==> src/rtl/display_message_driver_pkg.sv <==
// display_pkg: message codes, panel character set and the text lookup used by
// the front-panel 7-segment message driver.
package display_pkg;

  typedef enum logic [3:0] {
    MSG_IDLE = 4'd0,
    MSG_CE01 = 4'd1,
    MSG_CL02 = 4'd2,
    MSG_CC05 = 4'd3,
    MSG_CP10 = 4'd4,
    MSG_ERSR = 4'd5,
    MSG_ERSP = 4'd6,
    MSG_ERSN = 4'd7,
    MSG_ERDI = 4'd8
  } msg_code_t;

  typedef enum logic [3:0] {
    CH_C, CH_E, CH_L, CH_P, CH_R, CH_S, CH_N, CH_D,
    CH_0, CH_1, CH_2, CH_5, CH_BLANK
  } char_t;

  // Every message is four characters, left-aligned on the panel.
  localparam int unsigned TEXT_LEN = 4;

  // Raw controller codes outside the defined set fall back to IDLE.
  function automatic msg_code_t to_msg_code(input logic [3:0] raw);
    msg_code_t code;
    case (raw)
      4'd1:    code = MSG_CE01;
      4'd2:    code = MSG_CL02;
      4'd3:    code = MSG_CC05;
      4'd4:    code = MSG_CP10;
      4'd5:    code = MSG_ERSR;
      4'd6:    code = MSG_ERSP;
      4'd7:    code = MSG_ERSN;
      4'd8:    code = MSG_ERDI;
      default: code = MSG_IDLE;
    endcase
    return code;
  endfunction

  function automatic logic is_error(input msg_code_t code);
    return code inside {MSG_ERSR, MSG_ERSP, MSG_ERSN, MSG_ERDI};
  endfunction

  // IDLE lights only the decimal points of the four text positions.
  function automatic logic idle_dot(input msg_code_t code, input int unsigned idx);
    return (code == MSG_IDLE) && (idx < TEXT_LEN);
  endfunction

  // Character shown at digit position idx; the letter I is drawn as a 1.
  function automatic char_t msg_char(input msg_code_t code, input int unsigned idx);
    char_t t0, t1, t2, t3, ch;
    t0 = CH_BLANK;
    t1 = CH_BLANK;
    t2 = CH_BLANK;
    t3 = CH_BLANK;
    case (code)
      MSG_CE01: begin t0 = CH_C; t1 = CH_E; t2 = CH_0; t3 = CH_1; end
      MSG_CL02: begin t0 = CH_C; t1 = CH_L; t2 = CH_0; t3 = CH_2; end
      MSG_CC05: begin t0 = CH_C; t1 = CH_C; t2 = CH_0; t3 = CH_5; end
      MSG_CP10: begin t0 = CH_C; t1 = CH_P; t2 = CH_1; t3 = CH_0; end
      MSG_ERSR: begin t0 = CH_E; t1 = CH_R; t2 = CH_S; t3 = CH_R; end
      MSG_ERSP: begin t0 = CH_E; t1 = CH_R; t2 = CH_S; t3 = CH_P; end
      MSG_ERSN: begin t0 = CH_E; t1 = CH_R; t2 = CH_S; t3 = CH_N; end
      MSG_ERDI: begin t0 = CH_E; t1 = CH_R; t2 = CH_D; t3 = CH_1; end
      default:  ;
    endcase
    case (idx)
      0:       ch = t0;
      1:       ch = t1;
      2:       ch = t2;
      3:       ch = t3;
      default: ch = CH_BLANK;
    endcase
    return ch;
  endfunction

endpackage

==> src/rtl/display_message_driver_char_to_seg.sv <==
// char_to_seg: combinational character to active-low segment pattern,
// bit 6 = a ... bit 0 = g.
module char_to_seg
  import display_pkg::*;
(
  input  char_t      i_char,
  output logic [6:0] o_seg_n
);

  // Segment decode; anything unknown stays dark.
  always_comb begin
    o_seg_n = 7'b1111111;
    case (i_char)
      CH_0:     o_seg_n = 7'b0000001;
      CH_1:     o_seg_n = 7'b1001111;
      CH_2:     o_seg_n = 7'b0010010;
      CH_5:     o_seg_n = 7'b0100100;
      CH_C:     o_seg_n = 7'b0110001;
      CH_E:     o_seg_n = 7'b0110000;
      CH_L:     o_seg_n = 7'b1110001;
      CH_P:     o_seg_n = 7'b0011000;
      CH_R:     o_seg_n = 7'b1111010;
      CH_S:     o_seg_n = 7'b0100100;
      CH_N:     o_seg_n = 7'b1101010;
      CH_D:     o_seg_n = 7'b1000010;
      CH_BLANK: o_seg_n = 7'b1111111;
      default:  o_seg_n = 7'b1111111;
    endcase
  end

endmodule

==> src/rtl/display_message_driver.sv <==
// display_message_driver: time-multiplexed 7-segment message driver with a
// minimum hold time, valid/ready handshake, error preemption and error blink.
module display_message_driver
  import display_pkg::*;
#(
  parameter int NUM_DIGITS   = 4,
  parameter int PRESCALE     = 50000,
  parameter int HOLD_FRAMES  = 200,
  parameter int BLINK_FRAMES = 100
) (
  input  logic                  CLK,
  input  logic                  RST,
  input  logic                  msg_valid,
  input  logic [3:0]            msg_code,
  output logic                  msg_ready,
  input  logic                  dp_in,
  output logic [6:0]            seg_n,
  output logic                  dp_n,
  output logic [NUM_DIGITS-1:0] dig
);

  if (NUM_DIGITS < 4) begin : g_bad_num_digits
    $error("display_message_driver: NUM_DIGITS must be >= 4");
  end
  if (PRESCALE < 1) begin : g_bad_prescale
    $error("display_message_driver: PRESCALE must be >= 1");
  end
  if (BLINK_FRAMES < 1) begin : g_bad_blink
    $error("display_message_driver: BLINK_FRAMES must be >= 1");
  end

  localparam int PW = $clog2(PRESCALE) + 1;
  localparam int HW = $clog2(HOLD_FRAMES) + 1;
  localparam int BW = $clog2(BLINK_FRAMES) + 1;
  localparam int DW = $clog2(NUM_DIGITS);

  logic [PW-1:0]         r_presc;
  logic [DW-1:0]         r_digit;
  logic [HW-1:0]         r_hold;
  logic [BW-1:0]         r_blink_cnt;
  logic                  r_blink_on;
  msg_code_t             r_cur_code;
  logic [6:0]            r_seg_n;
  logic                  r_dp_n;
  logic [NUM_DIGITS-1:0] r_dig;

  logic [DW-1:0] w_next_digit;
  logic          w_tick;
  logic          w_frame_end;
  msg_code_t     w_in_code;
  logic          w_accept;
  logic          w_blink_flip;
  logic          w_blink_vis;
  char_t         w_char;
  logic [6:0]    w_seg_pat;
  logic          w_idle_dot;

  assign w_tick       = (r_presc == PW'(PRESCALE - 1));
  assign w_next_digit = (r_digit == DW'(NUM_DIGITS - 1)) ? '0 : r_digit + DW'(1);
  assign w_frame_end  = w_tick && (r_digit == DW'(NUM_DIGITS - 1));

  assign msg_ready = (r_hold == '0);
  assign w_in_code = to_msg_code(msg_code);
  // Errors preempt a running hold; re-offering the shown code changes nothing.
  assign w_accept  = msg_valid && (w_in_code != r_cur_code) &&
                     (is_error(w_in_code) || msg_ready);

  // The render at a frame-end tick uses the post-toggle phase, so every digit
  // of one frame shares the same blink phase.
  assign w_blink_flip = w_frame_end && is_error(r_cur_code) &&
                        (r_blink_cnt == BW'(BLINK_FRAMES - 1));
  assign w_blink_vis  = r_blink_on ^ w_blink_flip;

  assign w_char     = msg_char(r_cur_code, 32'(w_next_digit));
  assign w_idle_dot = idle_dot(r_cur_code, 32'(w_next_digit));

  char_to_seg u_char_to_seg (
    .i_char  (w_char),
    .o_seg_n (w_seg_pat)
  );

  // Prescaler and scan position; the first tick after reset selects digit 0.
  always_ff @(posedge CLK) begin
    if (RST) begin
      r_presc <= '0;
      r_digit <= DW'(NUM_DIGITS - 1);
    end else begin
      r_presc <= w_tick ? '0 : r_presc + PW'(1);
      if (w_tick) r_digit <= w_next_digit;
    end
  end

  // Message state: accept loads a fresh hold and blink phase and wins over a
  // coincident frame end.
  always_ff @(posedge CLK) begin
    if (RST) begin
      r_cur_code  <= MSG_IDLE;
      r_hold      <= '0;
      r_blink_cnt <= '0;
      r_blink_on  <= 1'b1;
    end else if (w_accept) begin
      r_cur_code  <= w_in_code;
      r_hold      <= HW'(HOLD_FRAMES);
      r_blink_cnt <= '0;
      r_blink_on  <= 1'b1;
    end else if (w_frame_end) begin
      if (r_hold != '0) r_hold <= r_hold - HW'(1);
      if (is_error(r_cur_code)) begin
        if (w_blink_flip) begin
          r_blink_cnt <= '0;
          r_blink_on  <= ~r_blink_on;
        end else begin
          r_blink_cnt <= r_blink_cnt + BW'(1);
        end
      end
    end
  end

  // Segments, dot and digit enable change together on each tick.
  always_ff @(posedge CLK) begin
    if (RST) begin
      r_seg_n <= 7'h7F;
      r_dp_n  <= 1'b1;
      r_dig   <= '0;
    end else if (w_tick) begin
      r_dig <= NUM_DIGITS'(1) << w_next_digit;
      if (w_blink_vis) begin
        r_seg_n <= w_seg_pat;
        r_dp_n  <= ~(dp_in | w_idle_dot);
      end else begin
        r_seg_n <= 7'h7F;
        r_dp_n  <= ~dp_in;
      end
    end
  end

  assign seg_n = r_seg_n;
  assign dp_n  = r_dp_n;
  assign dig   = r_dig;

endmodule

==> config.mk <==
export PLATFORM = sky130hd
export DESIGN_NAME = display_message_driver
export DESIGN_NICKNAME = d
export VERILOG_FILES = /design/src/rtl/display_message_driver_pkg.sv /design/src/rtl/display_message_driver_char_to_seg.sv /design/src/rtl/display_message_driver.sv
export SDC_FILE = /design/constraint.sdc
export NUM_CORES = 1
export LEC_CHECK = 0
export ABC_CLOCK_PERIOD_IN_PS = 4000
export BUFFER_PORTS_ARGS = -buffer_cell sky130_fd_sc_hd__buf_2
export CAP_MARGIN = 15
export CORE_ASPECT_RATIO = 2
export CORE_MARGIN = 2
export CORE_UTILIZATION = 40
export CTS_BUF_LIST = sky130_fd_sc_hd__clkbuf_4
export CTS_CLUSTER_DIAMETER = 60
export CTS_CLUSTER_SIZE = 20
export DETAILED_ROUTE_END_ITERATION = 8
export PLACE_DENSITY = 0.65
export SKIP_CTS_REPAIR_TIMING = 1
export SYNTH_ARGS = -nofsm -noshare
export SYNTH_HDL_FRONTEND = slang
export SYNTH_SLANG_ARGS = --single-unit
==> constraint.sdc <==
create_clock -name CLK -period 4 [get_ports CLK]
set_clock_uncertainty 0.1 [all_clocks]
set_input_delay 0.8 -clock CLK [delete_from_list [all_inputs] [get_ports CLK]]
set_output_delay 0.8 -clock CLK [all_outputs]
set_load 0.05 [all_outputs]
### Word level (Yosys, flattened, before mapping)

Memories as Yosys holds them, arrays and structs flattened.
Cells that the tools add are included.
W data, S select, Z words.

* reductions and logical operators: 25
* eq/ne operators: 19
* add/subtract/negate cells: 4
* shift operators: 1
* mux-type cells: 12
* bitwise operators: 5

Operators with widths (number)
* $mux W8: 4
* $pmux W4 S4: 2
* $eq A4 B3 Y1 const B: 7
* $pmux W4 S7: 1
* $pmux W4 S5: 1
* $add A17 B1 Y17 const B: 1
* $eq A17 B16 Y1 const B: 1
* $logic_not A9 Y1: 1
* $reduce_bool A9 Y1: 1
* $sub A9 B1 Y9 const B: 1
* $add A8 B1 Y8 const B: 1
* $eq A4 B2 Y1 const B: 2
* $eq A4 B4 Y1 const B: 2
* $eq A8 B7 Y1 const B: 1
* $pmux W4 S2: 1
* $reduce_bool A4 Y1: 2
* $reduce_or A4 Y1: 2
* $mux W7: 1
* $eq A2 B2 Y1 const B: 3
* $reduce_and A2 Y1: 3
* $reduce_or A2 Y1: 3
* $reduce_or A3 Y1: 2
* $logic_and A1 B1 Y1: 5
* $eq A4 B1 Y1 const B: 1
* other kinds (14): 17

* memory bits (read-only): 176
* register bits: 53
* output and inout bits: 13
* memories: 2

Memory list
* (name not given): depth 16, width 7, read ports 1, clocked after memory_dff 0, wr ports 0, RTL line display_message_driver_char_to_seg.sv:13 `case (i_char)`
* (name not given): depth 16, width 4, read ports 1, clocked after memory_dff 0, wr ports 0, RTL line display_message_driver_pkg.sv:28 `case (raw)`

### Longest topological paths before layout

An unclocked memory read counts as a cell.

* word-level depth: 7
* gate-level depth with buffers: 14
* depth with buffers taken out: 13

### By module

Synthesis repeated with hierarchy kept, for this count alone.

* cell total of the unflattened synthesis: 351
* area, all modules: 2990.4 um2

Modules (own cells, without submodules)
* display_message_driver: cells an instance 323, area each 2778.9 um2, instances 1
* char_to_seg: cells an instance 28, area each 211.5 um2, instances 1

### Least setup slack after synthesis

No wires, ideal clock.

* kind: reg2reg
* start: register r_hold[3]
* end: register r_blink_cnt[0]
* setup slack: 1068 ps
* path buffers: 1
* cell stages (with the launch flop): 8
* data arrival time: 2717 ps
* setup time: 115 ps
* cell sequence: dfxtp_1 -> or4_1 -> nor4_4 -> o31ai_1 -> a22oi_1 -> or2_2 -> buf_2 -> nor2_1

* word-level cells in the longest chain between the ends: 4

Ends and longest elaborated chain
* from (decl): RTL line display_message_driver.sv:39 `logic [HW-1:0] r_hold;`
* from (signal assigned): RTL line display_message_driver.sv:103 `r_hold <= HW'(HOLD_FRAMES);`
* from (signal assigned): RTL line display_message_driver.sv:107 `if (r_hold != '0) r_hold <= r_hold - HW'(1);`
* $logic_not A9 Y1: RTL line display_message_driver.sv:62 `assign msg_ready = (r_hold == '0);`
* net msg_ready: RTL line display_message_driver.sv:15 `output logic msg_ready,`
* $logic_or A1 B1 Y1: RTL line display_message_driver.sv:66 `(is_error(w_in_code) || msg_ready);`
* $logic_and A1 B1 Y1: RTL line display_message_driver.sv:65 `assign w_accept = msg_valid && (w_in_code != r_cur_code) &&`
* $reduce_or A2 Y1 (no line)
* to (signal assigned): RTL line display_message_driver.sv:113 `r_blink_cnt <= r_blink_cnt + BW'(1);`
* to (decl): RTL line display_message_driver.sv:40 `logic [BW-1:0] r_blink_cnt;`

The timed path passes the listed nets, and every way through them passes these cells.
A chain may end at the register's enable or synchronous reset.

### Worst setup path in the final report

* start: register r_cur_code[3]
* end: register r_seg_n[3], in the netlist seg_n[3]

* word-level cells in the longest chain between the ends: 6
* elaborated cells on any way between the ends: 24

Ends and longest elaborated chain
* from (decl): RTL line display_message_driver.sv:42 `msg_code_t r_cur_code;`
* from (signal assigned): RTL line display_message_driver.sv:102 `r_cur_code <= w_in_code;`
* $eq A4 B3 Y1 (tied with other cells): RTL line display_message_driver_pkg.sv:43, display_message_driver_pkg.sv:58
* $reduce_or A4 Y1 (no line) (tied with other cells)
* $pmux W4 S5 (tied with other cells): RTL line display_message_driver_pkg.sv:58 `case (code)`
* $pmux W4 S4 or $logic_and A1 B1 Y1 (tied branches): RTL line display_message_driver_pkg.sv:69, display_message_driver.sv:70
* $mem_v2 Z16 W7 or $xor A1 B1 Y1 (tied branches)
* $mux W7 (*): RTL line display_message_driver.sv:127 `if (w_blink_vis) begin`
* to (signal assigned): RTL line display_message_driver.sv:128 `r_seg_n <= w_seg_pat;`
* to (decl): RTL line display_message_driver.sv:43 `logic [6:0] r_seg_n;`

Every way passes the cells marked *; elsewhere a longest branch is shown, timed or not.

==> results by group <==
Logic synthesis
  • Synth Register Bits: 53
  • EDFF count, synth: 0
  • Mapped Area: 2950 µm²
  • Mapped Cells: 354
  • Ys async rst share: 0
  • Syn_area_per_cell: 8.32 µm²
  • Synthesized net count: 375
  • Primary FF master, synth: dfxtp_1
  • Sequential fraction of the synthesis area: 0.360
  • Synth top area share: 0.360
  • Top post-synthesis cells by area: dfxtp_1 (36%), nor2_1 (7.0%), xnor2_1 (6.2%)
  • Post-synth top area cell: dfxtp_1
  • Library cells used by synthesis: 55
  • Yosys warning count: 0

Place
  • Routability cong.: 0.827
  • Port Buffer Count: 20
  • DP HPWL: 4.72 mm
  • Placed Cells: 451
  • Area of placed instances: 3100 µm²

Floorplan
  • Die Wd: 64.7 µm
  • Top Ports: 21
  • Die H: 125 µm
  • Initial core utilization: 0.409
  • Die ar.: 8110 µm²
  • Core Area: 7210 µm²
  • Standard-cell rows: 44

Clock tree
  • Clk sinks: 53
  • CTS HTree Levels: 2
  • CTS tree: built
  • CTS buffer count: 5
  • Clk Latency, worst-skew pair: 0.39 ns
  • CTS Root Buffer Type: clkbuf_4
  • Clock transition at path regs: 0.15 ns
  • Clk buf depth: 2

Timing
  • TNS Setup: 0 ns
  • Fin. Hold Viols: 0
  • Pins Over Slew Limit: 0
  • Fmax: 310 MHz
  • Fin crit period: 3.23 ns
  • Final period util: 0.807
  • Final setup viols: 0
  • Slew headroom: 0.450
  • Worst Max-Slew Pin Slew: 0.822 ns
  • RSZ-0062 raised after global routing: false

Power
  • Clock share of power: 0.272
  • Leakage power: 1.14 nW
  • Pint: 662 µW
  • Sequential share of power: 0.594
  • Max VDD drop: 0.196 mV
  • Pwr per Cell Area: 293 nW/µm²
  • Comb pwr share: 0.134
  • Sw Share: 0.285
  • P_sw: 264 µW

Route
  • Avg WL per Cell: 13.7 µm
  • DR pass1 iterations: 4
  • Iter 0 DRT Violations: 85
  • Routed via count: 2459
  • DR DRC count: 0
  • Vias per Instance: 5.36
  • DRT Wirelength: 6.28 mm
  • Antenna Nets Post-Route: 0

Cells and area
  • Number of nets in the layout: 387
  • Commonest non-fill, non-tap cell in the layout: nor2_1
  • Area growth from synthesis to layout: 7.22%
  • Sequential cell area: 1060 µm²
  • Non-Filler Instances: 459
  • ANT cells: 0
  • Share of layout cells above drive strength 1: 0.114
  • Multi-input logic area: 1760 µm²
  • Design area: 3160 µm²
  • Layout fillers: 786
  • Commonest non-fill, non-tap cells in the layout: nor2_1 (55), dfxtp_1 (53), nand2_1 (27), xnor2_1 (21)

Global route
  • Met3 Track Usage GR: 0.0297
  • GRT Max-Usage Layer: met2
  • Met1 Track Usage GR: 0.172
  • Initial antenna violation count: 0
  • Wire length of the first global-routing pass: 10.9 mm
  • Vias in the first global route: 2490
  • GRT Overall Usage: 0.167
  • Overflow after GRT: 0
  • Global routing usage on met2: 0.315
  • Pin count of the biggest net entering global routing: 24

Outcome
  • Status: finished, final reports clean

Run
  • MaxCap Viol Count: 0

Critical path
  • Critical Path RT: 4.16 ns
  • Crit path arrival time: 3.39 ns
  • Crit Path Category: register to register
  • Crit start category: register
  • Max Fanout on Critical Path: 15
  • Critical path endpoint category: register

Min path
  • Hold Path Class: register to register
## area by class of cell
type	count	area share
sequential	53	0.336
clock inverter	2	0.00436
inverter	16	0.0190
tap	92	0.0364
multi-input combinational	269	0.556
clock buffer	6	0.0143
timing repair buffer	21	0.0341
## sequential cells by signal, indices dropped and copies added, names as in the netlist
name and cells:
seg_n 7, r_digit 2, r_blink_cnt 8, r_hold 9, dig 4, r_blink_on 1
r_presc 17, r_cur_code 4, dp_n 1
## power groups by stage
stage,Clock (mW),Sequential (mW),Combinational [mW]
5_1_grt,0.278,0.552,0.138
3_5_place_dp,0,0.561,0.126
3_3_place_gp,0,0.561,0.124
6_report,0.251,0.550,0.124
4_1_cts,0.263,0.550,0.126
2_1_floorplan,0,0.555,0.0994
## worst max-delay path: stages (launching register included)
cell     delay (ns)
dfxtp_1        0.63
nor4b_1        0.63
a31oi_1        0.13
o31ai_1        0.11
a221o_1        0.19
o21a_1         0.21
inv_1          0.09
ha_1           0.22
or2_2          0.28
mux2_2         0.27
o21ai_0        0.15
a21oi_1        0.08
## final timing paths
| check | to | depth (start not counted) | from | slack (ns) |
|---|---|---|---|---|
| max | seg_n[3] | 11 | r_cur_code[3] | 0.77 |
| min | dig[1] | 2 | dig[1] | 0.36 |
| max reg2reg | seg_n[3] | 11 | r_cur_code[3] | 0.77 |
| min reg2reg | dig[1] | 2 | dig[1] | 0.36 |
## through the flow
stage               utilization  total power, mW  setup WS (ns)  hold WS, ns
floorplan                     -            0.654           1.07        0.330
global placement          0.430            0.685           1.07        0.340
detailed placement        0.430            0.687          0.895        0.347
CTS                       0.438            0.939          0.860        0.368
global route              0.438            0.967          0.605        0.377
finish                    0.438            0.926          0.772        0.363
## Yosys cell counts, types with 4 or more instances
| cell | n |
|---|---|
| o31ai_1 | 5 |
| o21ai_0 | 8 |
| xor2_1 | 15 |
| nand2_1 | 27 |
| xnor2_1 | 21 |
| nand3_1 | 12 |
| clkbuf_1 | 11 |
| nand2b_1 | 4 |
| a21oi_1 | 20 |
| dfxtp_1 | 53 |
| mux2i_1 | 6 |
| a31oi_1 | 4 |
| nor2_1 | 55 |
| ha_1 | 13 |
| nor4_1 | 4 |
| or4_1 | 4 |
| nor3_1 | 7 |
| inv_1 | 16 |
| nand4_1 | 6 |
| o21a_1 | 4 |
| nor2b_1 | 7 |
## cells by family after synthesis
logic type / count (synthesis) / share of synthesized area
buffers and inverters: 32 / 0.0437
muxes: 8 / 0.0280
and+or+nand+nor: 155 / 0.280
xor gates and xnor gates: 36 / 0.107
AOI/OAI and AO/OA: 57 / 0.126
adders and majority gates: 13 / 0.0552
DFF: 53 / 0.360
## metal layers
metal | part of all wire | vias to the layer above
li1 | - | 1248
met1 | 0.39 | 1152
met2 | 0.55 | 45
met3 | 0.033 | 14
met4 | 0.025 | 0
met5 | 0 | -
No activity file was read; power rests on OpenSTA's default activity.
